--- src/rtl/uart_disp_pkg.sv ---
// rtl/uart_disp_pkg.sv - shared ASCII codes and byte class encoding for the UART display buffer
package uart_disp_pkg;

    localparam logic [7:0] ASCII_CR  = 8'h0D;
    localparam logic [7:0] ASCII_LF  = 8'h0A;
    localparam logic [7:0] ASCII_BS  = 8'h08;
    localparam logic [7:0] ASCII_DEL = 8'h7F;
    localparam logic [7:0] ASCII_ESC = 8'h1B;
    localparam logic [7:0] ASCII_DOT = 8'h2E;

    localparam int         NUM_DIGITS = 6;
    localparam logic [2:0] MAX_CNT    = 3'd6;

    typedef enum logic [2:0] {
        CLS_HEX   = 3'd0,
        CLS_DOT   = 3'd1,
        CLS_ENTER = 3'd2,
        CLS_BS    = 3'd3,
        CLS_ESC   = 3'd4,
        CLS_OTHER = 3'd5
    } byte_class_t;

endpackage

--- src/rtl/ascii_hex_decode.sv ---
// rtl/ascii_hex_decode.sv - combinational byte classifier and ASCII hex to nibble converter
module ascii_hex_decode
    import uart_disp_pkg::*;
(
    input  logic [7:0]  code,
    output byte_class_t cls,
    output logic [3:0]  nibble
);

    always_comb begin
        cls    = CLS_OTHER;
        nibble = 4'h0;
        if (code >= 8'h30 && code <= 8'h39) begin
            cls    = CLS_HEX;
            nibble = code[3:0];
        end else if ((code >= 8'h41 && code <= 8'h46) ||
                     (code >= 8'h61 && code <= 8'h66)) begin
            // 'A'..'F' and 'a'..'f' share the low nibble 1..6
            cls    = CLS_HEX;
            nibble = code[3:0] + 4'd9;
        end else begin
            case (code)
                ASCII_DOT:           cls = CLS_DOT;
                ASCII_CR, ASCII_LF:  cls = CLS_ENTER;
                ASCII_BS, ASCII_DEL: cls = CLS_BS;
                ASCII_ESC:           cls = CLS_ESC;
                default:             cls = CLS_OTHER;
            endcase
        end
    end

endmodule

--- src/rtl/uart_disp_buffer.sv ---
// rtl/uart_disp_buffer.sv - two-stage UART byte to six-digit edit/display buffer
module uart_disp_buffer
    import uart_disp_pkg::*;
#(
    parameter bit AUTO_COMMIT = 1'b0,
    parameter bit ECHO_ERR    = 1'b1
) (
    input  logic       clk,
    input  logic       rst,
    input  logic [7:0] rx_data,
    input  logic       rx_valid,
    output logic [4:0] dig0,
    output logic [4:0] dig1,
    output logic [4:0] dig2,
    output logic [4:0] dig3,
    output logic [4:0] dig4,
    output logic [4:0] dig5,
    output logic [2:0] edit_cnt,
    output logic       commit,
    output logic       err
);

    byte_class_t dec_cls;
    logic [3:0]  dec_nib;

    logic        s1_valid;
    byte_class_t s1_cls;
    logic [3:0]  s1_nib;

    logic [4:0]  edit_q [NUM_DIGITS];
    logic [4:0]  edit_d [NUM_DIGITS];
    logic [4:0]  dig_q  [NUM_DIGITS];
    logic [4:0]  dig_d  [NUM_DIGITS];
    logic [2:0]  cnt_q, cnt_d;
    logic        commit_q, commit_d;
    logic        err_q, err_d;

    ascii_hex_decode u_decode (
        .code   (rx_data),
        .cls    (dec_cls),
        .nibble (dec_nib)
    );

    always_ff @(posedge clk or negedge rst) begin
        if (!rst) begin
            s1_valid <= 1'b0;
            s1_cls   <= CLS_OTHER;
            s1_nib   <= 4'h0;
        end else begin
            s1_valid <= rx_valid;
            if (rx_valid) begin
                s1_cls <= dec_cls;
                s1_nib <= dec_nib;
            end
        end
    end

    always_comb begin
        edit_d   = edit_q;
        dig_d    = dig_q;
        cnt_d    = cnt_q;
        commit_d = 1'b0;
        err_d    = 1'b0;
        if (s1_valid) begin
            case (s1_cls)
                CLS_HEX: begin
                    for (int i = NUM_DIGITS - 1; i > 0; i--) begin
                        edit_d[i] = edit_q[i-1];
                    end
                    edit_d[0] = {1'b0, s1_nib};
                    if (cnt_q == MAX_CNT) begin
                        err_d = 1'b1;
                    end else begin
                        cnt_d = cnt_q + 3'd1;
                    end
                    // The sixth digit commits the freshly shifted buffer directly
                    if (AUTO_COMMIT && cnt_q == MAX_CNT - 3'd1) begin
                        dig_d    = edit_d;
                        commit_d = 1'b1;
                        cnt_d    = 3'd0;
                        for (int i = 0; i < NUM_DIGITS; i++) begin
                            edit_d[i] = 5'h00;
                        end
                    end
                end
                CLS_DOT: begin
                    if (cnt_q != 3'd0) begin
                        edit_d[0][4] = 1'b1;
                    end
                end
                CLS_BS: begin
                    if (cnt_q != 3'd0) begin
                        for (int i = 0; i < NUM_DIGITS - 1; i++) begin
                            edit_d[i] = edit_q[i+1];
                        end
                        edit_d[NUM_DIGITS-1] = 5'h00;
                        cnt_d = cnt_q - 3'd1;
                    end
                end
                CLS_ESC: begin
                    cnt_d = 3'd0;
                    for (int i = 0; i < NUM_DIGITS; i++) begin
                        edit_d[i] = 5'h00;
                    end
                end
                CLS_ENTER: begin
                    // An empty buffer ignores ENTER, so CR-LF commits once
                    if (cnt_q != 3'd0) begin
                        dig_d    = edit_q;
                        commit_d = 1'b1;
                        cnt_d    = 3'd0;
                        for (int i = 0; i < NUM_DIGITS; i++) begin
                            edit_d[i] = 5'h00;
                        end
                    end
                end
                default: begin
                    err_d = ECHO_ERR;
                end
            endcase
        end
    end

    always_ff @(posedge clk or negedge rst) begin
        if (!rst) begin
            for (int i = 0; i < NUM_DIGITS; i++) begin
                edit_q[i] <= 5'h00;
                dig_q[i]  <= 5'h00;
            end
            cnt_q    <= 3'd0;
            commit_q <= 1'b0;
            err_q    <= 1'b0;
        end else begin
            edit_q   <= edit_d;
            dig_q    <= dig_d;
            cnt_q    <= cnt_d;
            commit_q <= commit_d;
            err_q    <= err_d;
        end
    end

    assign dig0     = dig_q[0];
    assign dig1     = dig_q[1];
    assign dig2     = dig_q[2];
    assign dig3     = dig_q[3];
    assign dig4     = dig_q[4];
    assign dig5     = dig_q[5];
    assign edit_cnt = cnt_q;
    assign commit   = commit_q;
    assign err      = err_q;

endmodule

--- config.mk ---
export PLATFORM = sky130hd
export DESIGN_NAME = uart_disp_buffer
export DESIGN_NICKNAME = d
export VERILOG_FILES = /design/src/rtl/uart_disp_pkg.sv /design/src/rtl/ascii_hex_decode.sv /design/src/rtl/uart_disp_buffer.sv
export SDC_FILE = /design/constraint.sdc
export NUM_CORES = 1
export LEC_CHECK = 0
export BUFFER_PORTS_ARGS = -buffer_cell sky130_fd_sc_hd__buf_2
export CAP_MARGIN = 20
export CORE_ASPECT_RATIO = 0.9
export CORE_MARGIN = 5
export CORE_UTILIZATION = 50
export CTS_BUF_LIST = sky130_fd_sc_hd__clkbuf_8
export DETAILED_ROUTE_END_ITERATION = 10
export GPL_TIMING_DRIVEN = 0
export MAX_ROUTING_LAYER = met4
export PLACE_DENSITY = 0.67
export REMOVE_ABC_BUFFERS = 1
export SYNTH_ARGS = -nofsm -noshare
export SYNTH_HDL_FRONTEND = slang
export SYNTH_SLANG_ARGS = --single-unit
--- constraint.sdc ---
create_clock -name clk -period 4.8 [get_ports clk]
set_input_delay 0.96 -clock clk [delete_from_list [all_inputs] [get_ports clk]]
set_output_delay 0.96 -clock clk [all_outputs]
set_load 0.005 [all_outputs]
; Word-level counts from Yosys, hierarchy flattened
; Cells that the tools add are included.
[totals]
ff_bits = 73
word_cells = 79
[op_classes]
addsub = 3
n_lt_le_gt_ge = 6
n_eq_ne = 15
muxes = 20
reduce_logical = 16
[ops]
columns = op, n
row1 = $pmux W29 S4, 1
row2 = $mux W30, 2
row3 = $eq A8 B4 Y1 const B, 3
row4 = $pmux W3 S4, 2
row5 = $ge A8 B7 Y1 const B, 2
row6 = $le A8 B7 Y1 const B, 2
row7 = $mux W3, 5
row8 = $reduce_and A5 Y1, 2
row9 = $eq A8 B5 Y1 const B, 1
row10 = $eq A8 B6 Y1 const B, 1
row11 = $eq A8 B7 Y1 const B, 1
row12 = $ge A8 B6 Y1 const B, 1
row13 = $le A8 B6 Y1 const B, 1
row14 = $mux W4, 2
row15 = $ne A2 B2 Y1 const B, 4
row16 = $reduce_bool A4 Y1, 2
row17 = $eq A3 B2 Y1 const B, 2
row18 = $eq A3 B3 Y1 const B, 2
row19 = $mux W1, 6
row20 = $reduce_or A2 Y1, 3
row21 = $add A4 B4 Y4 const B, 1
row22 = $pmux W1 S4, 1
row23 = $reduce_and A4 Y1, 1
row24 = $reduce_or A4 Y1, 1
row25 = 9 further kinds, 11

; Longest topological paths before layout
[depth]
ltp_word = 5
ltp_mapped = 8
ltp_nobuf = 6

; Hierarchy
; From an unflattened synthesis, not the netlist that was laid out.
[hier_totals]
cells_unflattened = 298
area_unflattened_um2 = 3865.0
[by_module_without_submodules]
columns = mod, n_inst, cells_each, area_per_inst_um2, seq_area_each_um2
row1 = uart_disp_buffer, 1, 254, 3540.9, 1829.3
row2 = ascii_hex_decode, 1, 44, 324.1, 0.0

; Worst setup path before layout
; Ideal clock, no wire load.
[synth_timing]
kind = input port to flip-flop
from = input port rx_data[7]
to = register s1_nib[2]
setup_ns = 0.082
arrival_ns = 2.153
setup_slack_ns = 2.565
path_stages = 3
n_path_buf = 0
cell_sequence = or4b_4 -> or4b_1 -> a31oi_1
[synth_via]
elab_chain_cells = 5
word_cells_on_any_way = 12
cone_classes = 6 x order compare / 2 x mux / 4 x reduce/logical
[synth_rtl]
columns = element, line
row1 = start: declaration, uart_disp_buffer.sv:10  ; input logic [7:0] rx_data,
row2 = $ge A8 B7 Y1 (tied with other cells), ascii_hex_decode.sv:16  ; end else if ((code >= 8'h41 && code <= 8'h46) ||
row3 = "$logic_and A1 B1 Y1, on equally long branches", "ascii_hex_decode.sv:16, ascii_hex_decode.sv:17"
row4 = $logic_or A1 B1 Y1, ascii_hex_decode.sv:16
row5 = $mux W4, ascii_hex_decode.sv:16
row6 = $mux W4 *, ascii_hex_decode.sv:13  ; if (code >= 8'h30 && code <= 8'h39) begin
row7 = end signal: assignment, uart_disp_buffer.sv:53  ; s1_nib <= dec_nib;
row8 = end: declaration, uart_disp_buffer.sv:28  ; logic [3:0] s1_nib;
; Mark *: on every way between the ends. The rest lies on a longest branch, timed or not.
; A chain may end at the register's enable or synchronous reset.

; Worst setup path after layout
[layout_timing]
from = register s1_cls[1]
to = register cnt_q[2], in the netlist edit_cnt[2]
[layout_via]
elab_chain_cells = 3
word_cells_on_any_way = 10
cone_classes = 6 x eq/ne / 1 x mux / 3 x reduce/logical
[layout_rtl]
columns = element, line
row1 = start: declaration, uart_disp_buffer.sv:27  ; byte_class_t s1_cls;
row2 = start signal: assignment, uart_disp_buffer.sv:52  ; s1_cls <= dec_cls;
row3 = $eq A3 B2 Y1 (tied with other cells), uart_disp_buffer.sv:65  ; case (s1_cls)
row4 = $reduce_bool A4 Y1 (no source line) or $ne A2 B2 Y1 (tied branches), --
row5 = $reduce_and A5 Y1 (no source line), --
row6 = end signal: assignment, uart_disp_buffer.sv:136  ; cnt_q <= cnt_d;
row7 = end: declaration, uart_disp_buffer.sv:34  ; logic [2:0] cnt_q, cnt_d;
; Parallel ways exist; a longest one is shown, timed or not.

==> summary.txt <==
Status
  • Outcome: completed

Drt
  • DR WL met2: 2660 um
  • DRC viols: 0
  • Via/cell ratio: 5.48
  • Antenna viol nets, final: 0
  • Avg WL per Cell: ~15 um
  • Routed wire length: 6090 um
  • M1 wire length: 3090 um
  • Top layer in use: met4
  • Vias after detailed routing: around 2200
  • Drt first pass iters: 4
  • Met3 Wirelength: 236 um
  • Initial DRC count: 65

Timing
  • RSZ-0062 raised after global routing: no
  • Fin crit share: 51.9%
  • Worst Hold Slack: 0.482 ns
  • Final setup TNS: 0 ns
  • Worst Clk Skew: around 0.012 ns
  • Count of final setup violators: 0
  • Slew @ Worst Pin: 1.03 ns
  • Minimum clock period: 2.49 ns
  • Worst setup margin: 2.31 ns
  • Slew Viols, Final: 0
  • Final hold vios: 0
  • Worst slew margin: approximately 31%
  • F_max: 0.401 GHz

Finish
  • # diodes: 0
  • Register area: 0.00183 mm^2
  • Filler cells: 535
  • Layout cell share with drive strength beyond 1: 37.1%
  • Multi-input gate area: around 0.0015 mm^2
  • Synth-to-Final Area Change: 16.0%
  • Nets: 330

Die
  • Die area: 0.00858 mm^2
  • # IOs: 46
  • Num rows: 28
  • Initial Utilization: 51.5%
  • Core area: around 0.0066 mm^2
  • Die height: ~88 um
  • Die width: 97.1 um

Critical path
  • FF-to-FF Start: s1_cls[1]
  • CP required: just over 5 ns
  • Crit path launch: s1_cls[1]
  • Depth of the worst register-to-register path: 6
  • CP arrival: 2.72 ns
  • Startpoint types: register
  • Crit Reg-Reg Endpoint: edit_cnt[2]
  • Crit end category: register
  • CP Max Fanout: 25
  • Crit Path Class: reg2reg
  • R2R setup slack: 2.31 ns

Placed design
  • Gpl congestion: between 0.8 and 0.9
  • Dpl hpwl: 4150 um
  • Pre-CTS WS: 2.20 ns
  • Number of port buffers: 45

Hold path
  • WHS Endpoint: dig4[4]
  • Min-delay src: dig4[4]
  • Hold Path Class: reg2reg
  • Hold path depth: 1

Run
  • MaxCap Viol Count: 0

Power and ir drop
  • Flop pwr share: 52.6%
  • Gate power share: 26.2%
  • Sw frac: between 30% and 40%
  • Pint: roughly 1.3 mW
  • Net switching power: 0.576 mW
  • Clock power share: 21.1%
  • Pwr Density: 479 mW/mm^2
  • Leakage: 1.98 nW
  • Peak VDD IR: 0.000189 V

Global route
  • Global route total overflow: 0
  • Largest net degree at the start of global routing: 46
  • Vias in the first global route: between 2000 and 2500
  • Initial antenna violation count: 0
  • First-pass GRT wire length: 10700 um
  • Global Route Usage Sum: 15.9%

Clocking
  • CTS Buffer Depth: 2
  • CTS resizes: 0
  • CTS Buf Count: 9
  • Clock sinks: 73
  • Hold buffers post-CTS: 0
  • TritonCTS clock tree: built
  • CTS Root Cell: clkbuf_8
  • Reg clk slew, reported paths: 0.07 ns
  • Worst-skew pair later-pin latency: 0.33 ns
  • Max H-tree Level: 3
  • Post-CTS setup buffer count: 0

Synth
  • Post-synth top flop: dfrtp_1
  • Synth Instances: 269
  • Yosys reg bits: 73
  • Synth Warn #: 0
  • Sequential cell area fraction in the yosys report: a little over half
  • Synth cell types: 48
  • Asr flop ratio synth: 100%
  • Mapped Area: 0.00341 mm^2
  • EDFF count, synth: 0
  • Avg Inst Size Synth: 12.7 um^2
## registers in the layout, indices dropped and copies added (netlist names), 4 cells and up
name,flops
dig0,5
dig1,5
dig2,5
dig3,5
dig4,5
dig5,5
edit_q,30
s1_nib,4
## per-stage QoR
stage	cells	instance area, um^2	utilization (%)	power, mW
2_1_floorplan	253	3330	-	1.29
3_3_place_gp	388	3670	55.5	1.48
3_5_place_dp	393	3790	57.3	1.52
4_1_cts	408	3960	59.8	1.92
5_1_grt	408	3960	59.8	2.04
6_report	408	3960	59.8	1.90
## metal layers
layer	vias up	track usage, %
li1	1079	-
met1	1100	22.1
met2	42	22.9
met3	13	2.76
met4	0	7.65
met5	-	-
## Yosys cell counts (2+ instances only)
library cell / instances / area (um^2)
buf_2: 13 / 65.1
nor3_1: 3 / 15.0
o22a_1: 3 / 26.3
dfstp_2: 2 / 52.6
clkbuf_1: 3 / 11.3
o21ai_1: 2 / 10.0
nand2_1: 12 / 45.0
ha_1: 4 / 50.1
mux2i_1: 7 / 70.1
nor2b_1: 3 / 18.8
mux2_2: 46 / 518
inv_1: 11 / 41.3
o21ai_0: 6 / 30.0
nor2_1: 10 / 37.5
a21oi_1: 8 / 40.0
a22o_1: 25 / 219
mux2_1: 8 / 90.1
dfrtp_1: 71 / 1780
nand2b_1: 3 / 18.8
## cell usage in the layout, fill, tap and decap left out, drive strengths merged, types with 2 or more instances in the layout
cell type	n
nand2	12
inv	13
dfrtp	71
clkbuf	10
a22o	25
mux2i	7
o21ai	8
mux2	54
dfstp	2
o22a	3
ha	4
nand2b	3
nor3	3
nor2b	3
nor4b	2
a21oi	8
clkinv	2
buf	50
or4b	2
nor2	10
or3b	2
## worst max-delay path by stage
stage / to / slack (ns) / cells after the start
floorplan: dig0[0] / 1.83 / 3
global placement: dig2[2] / 0.81 / 3
detailed placement: s1_nib[2] / 2.20 / 7
CTS: edit_cnt[2] / 2.31 / 6
global route: edit_cnt[2] / 2.11 / 6
finish: edit_cnt[2] / 2.31 / 6
## power groups by stage
stage          registers, mW  logic (mW)  clock network, mW
3_3_place_gp            1.00       0.480                  0
3_5_place_dp            1.01       0.505                  0
2_1_floorplan          0.971       0.323                  0
4_1_cts                0.999       0.508              0.415
6_report               0.998       0.497              0.400
5_1_grt                 1.04       0.559              0.444
## layout make-up
| class | instances | share of cell area [%] |
|---|---|---|
| Sequential cell | 73 | 46.2 |
| Multi-Input combinational cell | 169 | 37.6 |
| Timing Repair Buffer | 50 | 8.19 |
| Clock buffer | 10 | 3.48 |
| Tap cell | 90 | 2.85 |
| Inverter | 11 | 1.04 |
| Clock inverter | 5 | 0.632 |
## worst max-delay path: stages (launching register included)
cell and delay, ns:
dfrtp_1 0.47, nor2b_1 0.30, and2_1 0.86, fa_1 0.34
xnor2_1 0.14, a21oi_1 0.09, o22a_1 0.19
## logic make-up (layout without fill, tap and decap cells)
family	count (synthesis)	in the layout	synth area share (%)
AO/OA/AOI/OAI	57	57	13.0
buffers and inverters	27	76	3.45
adder cells (fa/ha/maj)	5	5	2.05
multiplexers	61	61	19.9
flip-flops	73	73	53.6
AND/OR/NAND/NOR	45	45	7.70
XOR/XNOR	1	1	0.257
Note: power is estimated with default switching activity, not from simulation.
